**config.mk**
```make
export PLATFORM = sky130hd
export DESIGN_NAME = instr_feeder
export DESIGN_NICKNAME = d
export VERILOG_FILES = /design/src/rtl/instr_feeder.sv
export SDC_FILE = /design/constraint.sdc
export NUM_CORES = 1
export LEC_CHECK = 0
export BUFFER_PORTS_ARGS = -buffer_cell sky130_fd_sc_hd__buf_2
export CAP_MARGIN = 20
export CORE_MARGIN = 4
export CORE_UTILIZATION = 40
export CTS_CLUSTER_DIAMETER = 30
export CTS_CLUSTER_SIZE = 14
export DETAILED_ROUTE_END_ITERATION = 7
export RECOVER_POWER = 50
export SLEW_MARGIN = 10
export SYNTH_ARGS = -nofsm -noshare
export SYNTH_HDL_FRONTEND = slang
export SYNTH_SLANG_ARGS = --single-unit
```
**constraint.sdc**
```tcl
create_clock -name clock -period 2.86 [get_ports clock]
set_clock_uncertainty 0.1 [all_clocks]
set_input_delay 0.143 -clock clock [delete_from_list [all_inputs] [get_ports clock]]
set_output_delay 0.143 -clock clock [all_outputs]
set_load 0.005 [all_outputs]
```
**src/rtl/instr_feeder.sv**
```systemverilog
// instr_feeder: program store plus sequencer that feeds 16-bit instruction
// words to a processor one at a time.
//
// Software loads the program memory while the block is not busy, then pulses
// start. Words are fetched from address 0 upward. Each word is held on iin
// until the processor raises instr_done, at which point bus is captured into
// result and the next word is fetched. Execution stops on HALT_WORD (never
// issued), after the last memory word (no wrap), or on a completion timeout.
//
// Ports:
//   clock, reset          rising-edge clock, synchronous active-high reset
//   load_en/addr/data     program write, honoured only while busy=0
//   start                 run from address 0, honoured only while busy=0
//   instr_done, bus       processor completion strobe and result bus
//   iin, iin_valid        instruction word to the processor and its qualifier
//   pc                    address of the current/next instruction
//   result                last captured bus value
//   busy, halted, fault   registered one-hot state flags
module instr_feeder #(
  parameter int          ADDR_W    = 6,
  parameter logic [15:0] HALT_WORD = 16'hFFFF,
  parameter int          TIMEOUT   = 8
) (
  input  logic              clock,
  input  logic              reset,
  input  logic              load_en,
  input  logic [ADDR_W-1:0] load_addr,
  input  logic [15:0]       load_data,
  input  logic              start,
  input  logic              instr_done,
  input  logic [15:0]       bus,
  output logic [15:0]       iin,
  output logic              iin_valid,
  output logic [ADDR_W-1:0] pc,
  output logic [15:0]       result,
  output logic              busy,
  output logic              halted,
  output logic              fault
);

  localparam int              DEPTH   = 1 << ADDR_W;
  localparam int              TW      = $clog2(TIMEOUT);
  localparam logic [ADDR_W-1:0] PC_LAST = '1;
  localparam logic [TW-1:0]   T_LAST  = TW'(TIMEOUT - 1);

  typedef enum logic [2:0] {
    S_IDLE, S_FETCH, S_CHECK, S_ISSUE, S_HALT, S_FAULT
  } state_t;

  state_t            state, state_nxt;
  logic [15:0]       mem [0:DEPTH-1];
  logic [15:0]       rdata;
  logic [TW-1:0]     timer, timer_nxt;
  logic [ADDR_W-1:0] pc_nxt;
  logic [15:0]       iin_nxt, result_nxt;
  logic              valid_nxt;
  logic              idle_like;

  // Memory may only be touched by software when no program is running, so
  // the write and the FETCH read can never collide.
  assign idle_like = (state == S_IDLE) || (state == S_HALT) || (state == S_FAULT);

  // Program memory is deliberately outside reset so a loaded program
  // survives a reset and can be rerun.
  always_ff @(posedge clock) begin
    if (idle_like && load_en) mem[load_addr] <= load_data;
    if (state == S_FETCH)     rdata <= mem[pc];
  end

  always_comb begin
    state_nxt  = state;
    pc_nxt     = pc;
    iin_nxt    = iin;
    valid_nxt  = iin_valid;
    result_nxt = result;
    timer_nxt  = timer;
    case (state)
      S_IDLE, S_HALT, S_FAULT: begin
        if (start) begin
          pc_nxt    = '0;
          state_nxt = S_FETCH;
        end
      end
      S_FETCH: state_nxt = S_CHECK;
      S_CHECK: begin
        if (rdata == HALT_WORD) begin
          state_nxt = S_HALT;
        end else begin
          iin_nxt   = rdata;
          valid_nxt = 1'b1;
          timer_nxt = '0;
          state_nxt = S_ISSUE;
        end
      end
      S_ISSUE: begin
        // Completion wins over a timeout landing in the same cycle.
        if (instr_done) begin
          result_nxt = bus;
          valid_nxt  = 1'b0;
          if (pc == PC_LAST) begin
            state_nxt = S_HALT;
          end else begin
            pc_nxt    = pc + 1'b1;
            state_nxt = S_FETCH;
          end
        end else if (timer == T_LAST) begin
          valid_nxt = 1'b0;
          state_nxt = S_FAULT;
        end else begin
          timer_nxt = timer + 1'b1;
        end
      end
      default: state_nxt = S_IDLE;
    endcase
  end

  // Status flags are registered from the next state so they change on the
  // same edge as the state and stay glitch-free.
  always_ff @(posedge clock) begin
    if (reset) begin
      state     <= S_IDLE;
      pc        <= '0;
      iin       <= '0;
      iin_valid <= 1'b0;
      result    <= '0;
      timer     <= '0;
      busy      <= 1'b0;
      halted    <= 1'b0;
      fault     <= 1'b0;
    end else begin
      state     <= state_nxt;
      pc        <= pc_nxt;
      iin       <= iin_nxt;
      iin_valid <= valid_nxt;
      result    <= result_nxt;
      timer     <= timer_nxt;
      busy      <= state_nxt inside {S_FETCH, S_CHECK, S_ISSUE};
      halted    <= (state_nxt == S_HALT);
      fault     <= (state_nxt == S_FAULT);
    end
  end

endmodule

```
Word-level counts from Yosys, hierarchy flattened:

Memories as Yosys holds them, arrays and structs flattened. A register that Yosys moved wholly into a read port is not among the register bits.
Index checks and enable logic that the tools add are counted.

* register bits: 48
* input port bits: 43
* logic and storage cells: 66
* bits in writable memories: 1024
* output and inout bits: 42
* memories: 1

* bitwise operators: 1
* add/sub/neg operators: 2
* reductions and logical operators: 13
* equality and inequality tests: 20
* multiplexer cells: 20

Memories
* mem: words 64, width 16, rd ports 1, clocked after memory_dff 1, wr ports 1, line 51 `logic [15:0] mem [0:DEPTH-1];`

Operators with widths (number)
* 3-bit 2-to-1 mux: 8
* 6-bit 2-to-1 mux: 3
* 16-bit == test (second input constant): 1
* 3-bit == test (second input constant): 5
* 3-bit by 2-bit == test with 1-bit output (second input constant): 4
* 2-bit != test (second input constant): 6
* 3-bit one-hot mux with 4 select lines: 1
* 6-bit one-hot mux with 2 select lines: 1
* 4-bit AND reduction: 2
* 6-bit by 1-bit adder with 6-bit output (second input constant): 1
* 3-bit by 1-bit == test with 1-bit output (second input constant): 2
* 6-bit == test (second input constant): 1
* 3-bit one-hot mux with 2 select lines: 1
* 1-bit 2-to-1 mux: 5
* 2-bit AND reduction: 2
* 2-bit nonzero test: 2
* 3-bit by 1-bit adder with 3-bit output (second input constant): 1
* 3-bit zero test: 1
* 3-bit != test (second input constant): 1
* 3-bit AND reduction: 1
* 3-bit nonzero test: 1
* 3-bit OR reduction: 1
* 1-bit logical OR: 2
* 1-bit one-hot mux with 2 select lines: 1
* other kinds (2): 2

Longest topological paths before layout:

* word-level depth: 6
* mapped depth: 10
* mapped depth without buffers: 6

Least setup slack after synthesis:

OpenSTA, ideal clock, no wires.

* path type: register -> register
* from: register state[1]
* to: memory mem[54][0], enable pin
* setup slack: 0.393 ns
* clock period less this slack: 2.467 ns
* path buffers: 1
* required time: 2.371 ns
* cell stages (with the launch flop): 5
* arrival time: 1.979 ns
* path through: dfxtp_1 buf_2 nor4b_1 nand3_1 nor2_1

* word-level cells in the longest chain between the ends: 6

Ends and longest elaborated chain
* start: declaration: line 50 `state_t state, state_nxt;`
* start signal: assignment: line 131 `state <= state_nxt;`
* 3-bit == test / 3-bit zero test (equally long branches): line 61 `assign idle_like = (state == S_IDLE) || (state == S_HALT) || (state == S_FAULT);`
* 1-bit logical OR: line 61
* 1-bit logical OR *: line 61
* 1-bit logical AND *: line 66 `if (idle_like && load_en) mem[load_addr] <= load_data;`
* 1-bit 2-to-1 mux *: line 66
* 1-bit 2-to-1 mux (not written as such) *: line 66
* end: declaration: line 51

Mark *: on every way between the ends. The rest lies on a longest branch, timed or not.

==> results.json <==
{
  "outcome": "complete, but fails checks",
  "violations": "capacitance limit, slew limit",
  "fin_crit_sh_pct": 99.1,
  "viasPerCell": 5.51,
  "power.leakage_nw": 16.5,
  "grt_pass1_vias": 22800,
  "powerDensity_nw_per_um2": 781,
  "pwr-share-clk_pct": 54.3,
  "ant_nets": 0,
  "power.share.sequential_pct": 43.6,
  "ys_warn_count": 0,
  "ys.flop_type": "edfxtp_1",
  "portBuffers": 84,
  "synth_area_um2": 41700,
  "grt_util_met2_pct": 30.5,
  "synthAdderAreaFrac_pct": 0.0900,
  "gr-usage-met3_pct": 3.69,
  "initial_utilization_pct": 40.3,
  "worstRegToRegCells": 8,
  "synth-seq-cells": 1088,
  "drc": 0,
  "critPathKind": "flip-flop to flip-flop",
  "layout_common_cells": "edfxtp_1, mux4_2, clkbuf_16",
  "crit_chain": "buf_12 -> nand2b_1 -> a211oi_1 -> a2111oi_1 -> buf_4 -> o22ai_1 -> buf_4 -> a21oi_1",
  "hold_path_class": "primary input to flip-flop",
  "intPower_mw": 32.1,
  "cts_setup_buffers": 0,
  "drive_above_1_share_pct": 29.7,
  "clock_latency_ps": 750,
  "cts_tree": "done",
  "die_w_um": 331,
  "max_stage_delay_ps": 700,
  "slew_headroom_pct": -44.5,
  "wl_um": 106000,
  "crit_arrival_ps": 3330,
  "synth_compound_area_share_pct": 3.97,
  "grt_pass1_wl_um": 155000,
  "synth_xor_area_share_pct": 0.0840,
  "synth_top_family_by_area": "multiplexers",
  "p_sw_mw": 8.42,
  "setup_viol": 0,
  "core_area_um2": 103000,
  "comb_power_share_pct": 2.1,
  "ir_worst_vdd_uv": 555,
  "start_kind": "flip-flop",
  "worstPathRequired_ps": 3350,
  "utilization_pct": 50.1,
  "wire_per_inst_um": 26.3,
  "ys_seq_area_share_pct": 77.2,
  "htreeDepth": 4,
  "dieArea_um2": 110000,
  "path_clk_slew_ps": 60,
  "synth.distinct_cells": 50,
  "hold_violations": 0,
  "muxShareOfSynthArea_pct": 14.2,
  "grt_use_met1_pct": 27.3,
  "placedInstanceArea_um2": 45200,
  "synth_area_per_cell_um2": 20.2,
  "syn_nets": 2110,
  "switching_share_pct": 20.8,
  "cts.sinks": 1088,
  "async_reset_ff_share_pct": 0,
  "synthSimpleGateAreaFrac_pct": 2.97,
  "fin_nets": 2534,
  "fill_cells": 8161,
  "dr.pass1.iters": 5,
  "grt_max_degree": 65,
  "hold_depth": 5,
  "layout_commonest_cell": "edfxtp_1",
  "critical_path.max_fanout": 20,
  "grt_remaining_overflow": 0,
  "grt.busiest_layer": "met2",
  "area_growth_pct": 24.4,
  "vias": 22200,
  "crit_top_cell": "buf_4",
  "grt_usage_pct": 19.4,
  "antenna_found_initial": 3,
  "cp-end-kind": "flip-flop",
  "synth_edf_count": 1040,
  "rows": 118,
  "cts-root-buf": "clkbuf_16",
  "clockBufferDepth": 3,
  "place_congestion": 0.859,
  "worst_pin_slew_ps": 2170,
  "final_area_um2": 51900,
  "fmax_mhz": 353,
  "period_needed_ps": 2840,
  "drv_slew": 378,
  "rsz0062_at_grt": "no",
  "syn_inst": 2064,
  "pin_count": 85,
  "dp_hpwl_um": 66300,
  "slowest_stage": "a2111oi_1",
  "cts_made_buffers": 184,
  "die_y_um": 331,
  "maxCapViolCount": 10,
  "drtIter0Drc": 2077
}
-- critical path: cells and delay by family (launching register included) --
family	cells	cell delay, ps
AO/OA/AOI/OAI	4	1020
AND/OR/NAND/NOR	1	370
flip-flops	1	550
buffers and inverters	3	640
-- worst paths after layout --
check | end | startpoint | slack [ps]
worst min-delay path | mem[22][14]$_DFFE_PP_ | load_addr[2] | 190
worst max-delay path | rdata[0]$_DFFE_PP_ | pc[0]$_SDFFE_PP0P_ | 20
worst max register to register | rdata[0]$_DFFE_PP_ | pc[0]$_SDFFE_PP0P_ | 20
worst min register to register | iin[6]$_SDFFE_PP0N_ | iin[6]$_SDFFE_PP0N_ | 360
-- per-layer routing --
layer / part of all wire [%] / vias up
met3: 6.9 / 179
met4: 3.2 / 0
li1: - / 9454
met2: 47 / 848
met1: 42 / 11700
met5: 0 / -
-- what timing repair did --
action                                  CTS  global route
endpoints found under the setup margin    4             6
hold buffers                             53             1
endpoints found under the hold margin   638            17
pin swaps                                 0             0
resized for setup                         5             9
-- cells in the mapped netlist, types with 14 or more instances --
cell      instances  area share, %
o221ai_1         16           0.34
nand2_1          91           0.82
mux4_2          202             11
nor2_1           87           0.78
edfxtp_1       1040             75
nand3_1          20           0.24
buf_2            27           0.32
nor3_1           14           0.17
a211o_1          17           0.36
a211oi_1         16           0.29
clkbuf_1         47           0.42
mux2_2           29           0.78
dfxtp_1          48            2.3
o22ai_1          61           0.91
a21oi_1          59           0.71
nor2b_1          18           0.27
a22oi_1          28           0.50
mux2i_1         103            2.5
buf_4            24           0.43
-- sequential cells by signal, indices dropped and copies added, names as in the netlist --
register	count
iin_valid	1
pc	6
mem	1024
fault	1
result	16
busy	1
halted	1
rdata	16
iin	16
state	3
timer	3
-- metrics by stage --
| stage | hold slack, ps | power, mW | TNS [ps] | cells | setup WS [ps] |
|---|---|---|---|---|---|
| after floorplan | 142 | 18.2 | 0 | 2064 | 393 |
| after global placement | 286 | 18.8 | -414 | 3627 | -256 |
| after detailed placement | 289 | 18.8 | -484 | 3627 | -284 |
| after CTS | 47.9 | 40.9 | 0 | 4021 | 0.884 |
| after global routing | 189 | 41.7 | 0 | 4024 | 7.08 |
| final | 193 | 40.5 | 0 | 4024 | 25.0 |
-- cells by family (layout without fill, tap and decap cells) --
logic type,count (synthesis),in the layout
AO/OA/AOI/OAI,244,244
XOR/XNOR,4,4
flip-flops,1088,1088
AND/OR/NAND/NOR,272,272
multiplexers,334,334
other,0,1
buffers and inverters,119,698
adder cells (fa/ha/maj),3,3
-- power by group through the flow --
stage	sequential [mW]	combinational (mW)	clock, mW
after floorplan	17.9	0.286	0
after global placement	18.0	0.796	0
after detailed placement	18.0	0.831	0
after CTS	17.7	0.877	22.3
after global routing	17.7	0.907	23.2
final	17.7	0.841	22.0
-- layout make-up --
| class | instances | area, µm² | share of cell area (%) |
|---|---|---|---|
| sequential | 1088 | 32200 | 62.1 |
| multi-input combinational | 857 | 8910 | 17.2 |
| clock buffer | 205 | 4700 | 9.07 |
| timing repair buffer | 356 | 2710 | 5.21 |
| tap | 1380 | 1730 | 3.33 |
| clock inverter | 136 | 1630 | 3.14 |
| inverter | 1 | 3.75 | 0.00723 |
| antenna | 1 | 2.50 | 0.00482 |
Power figures use the tool's default switching activity.
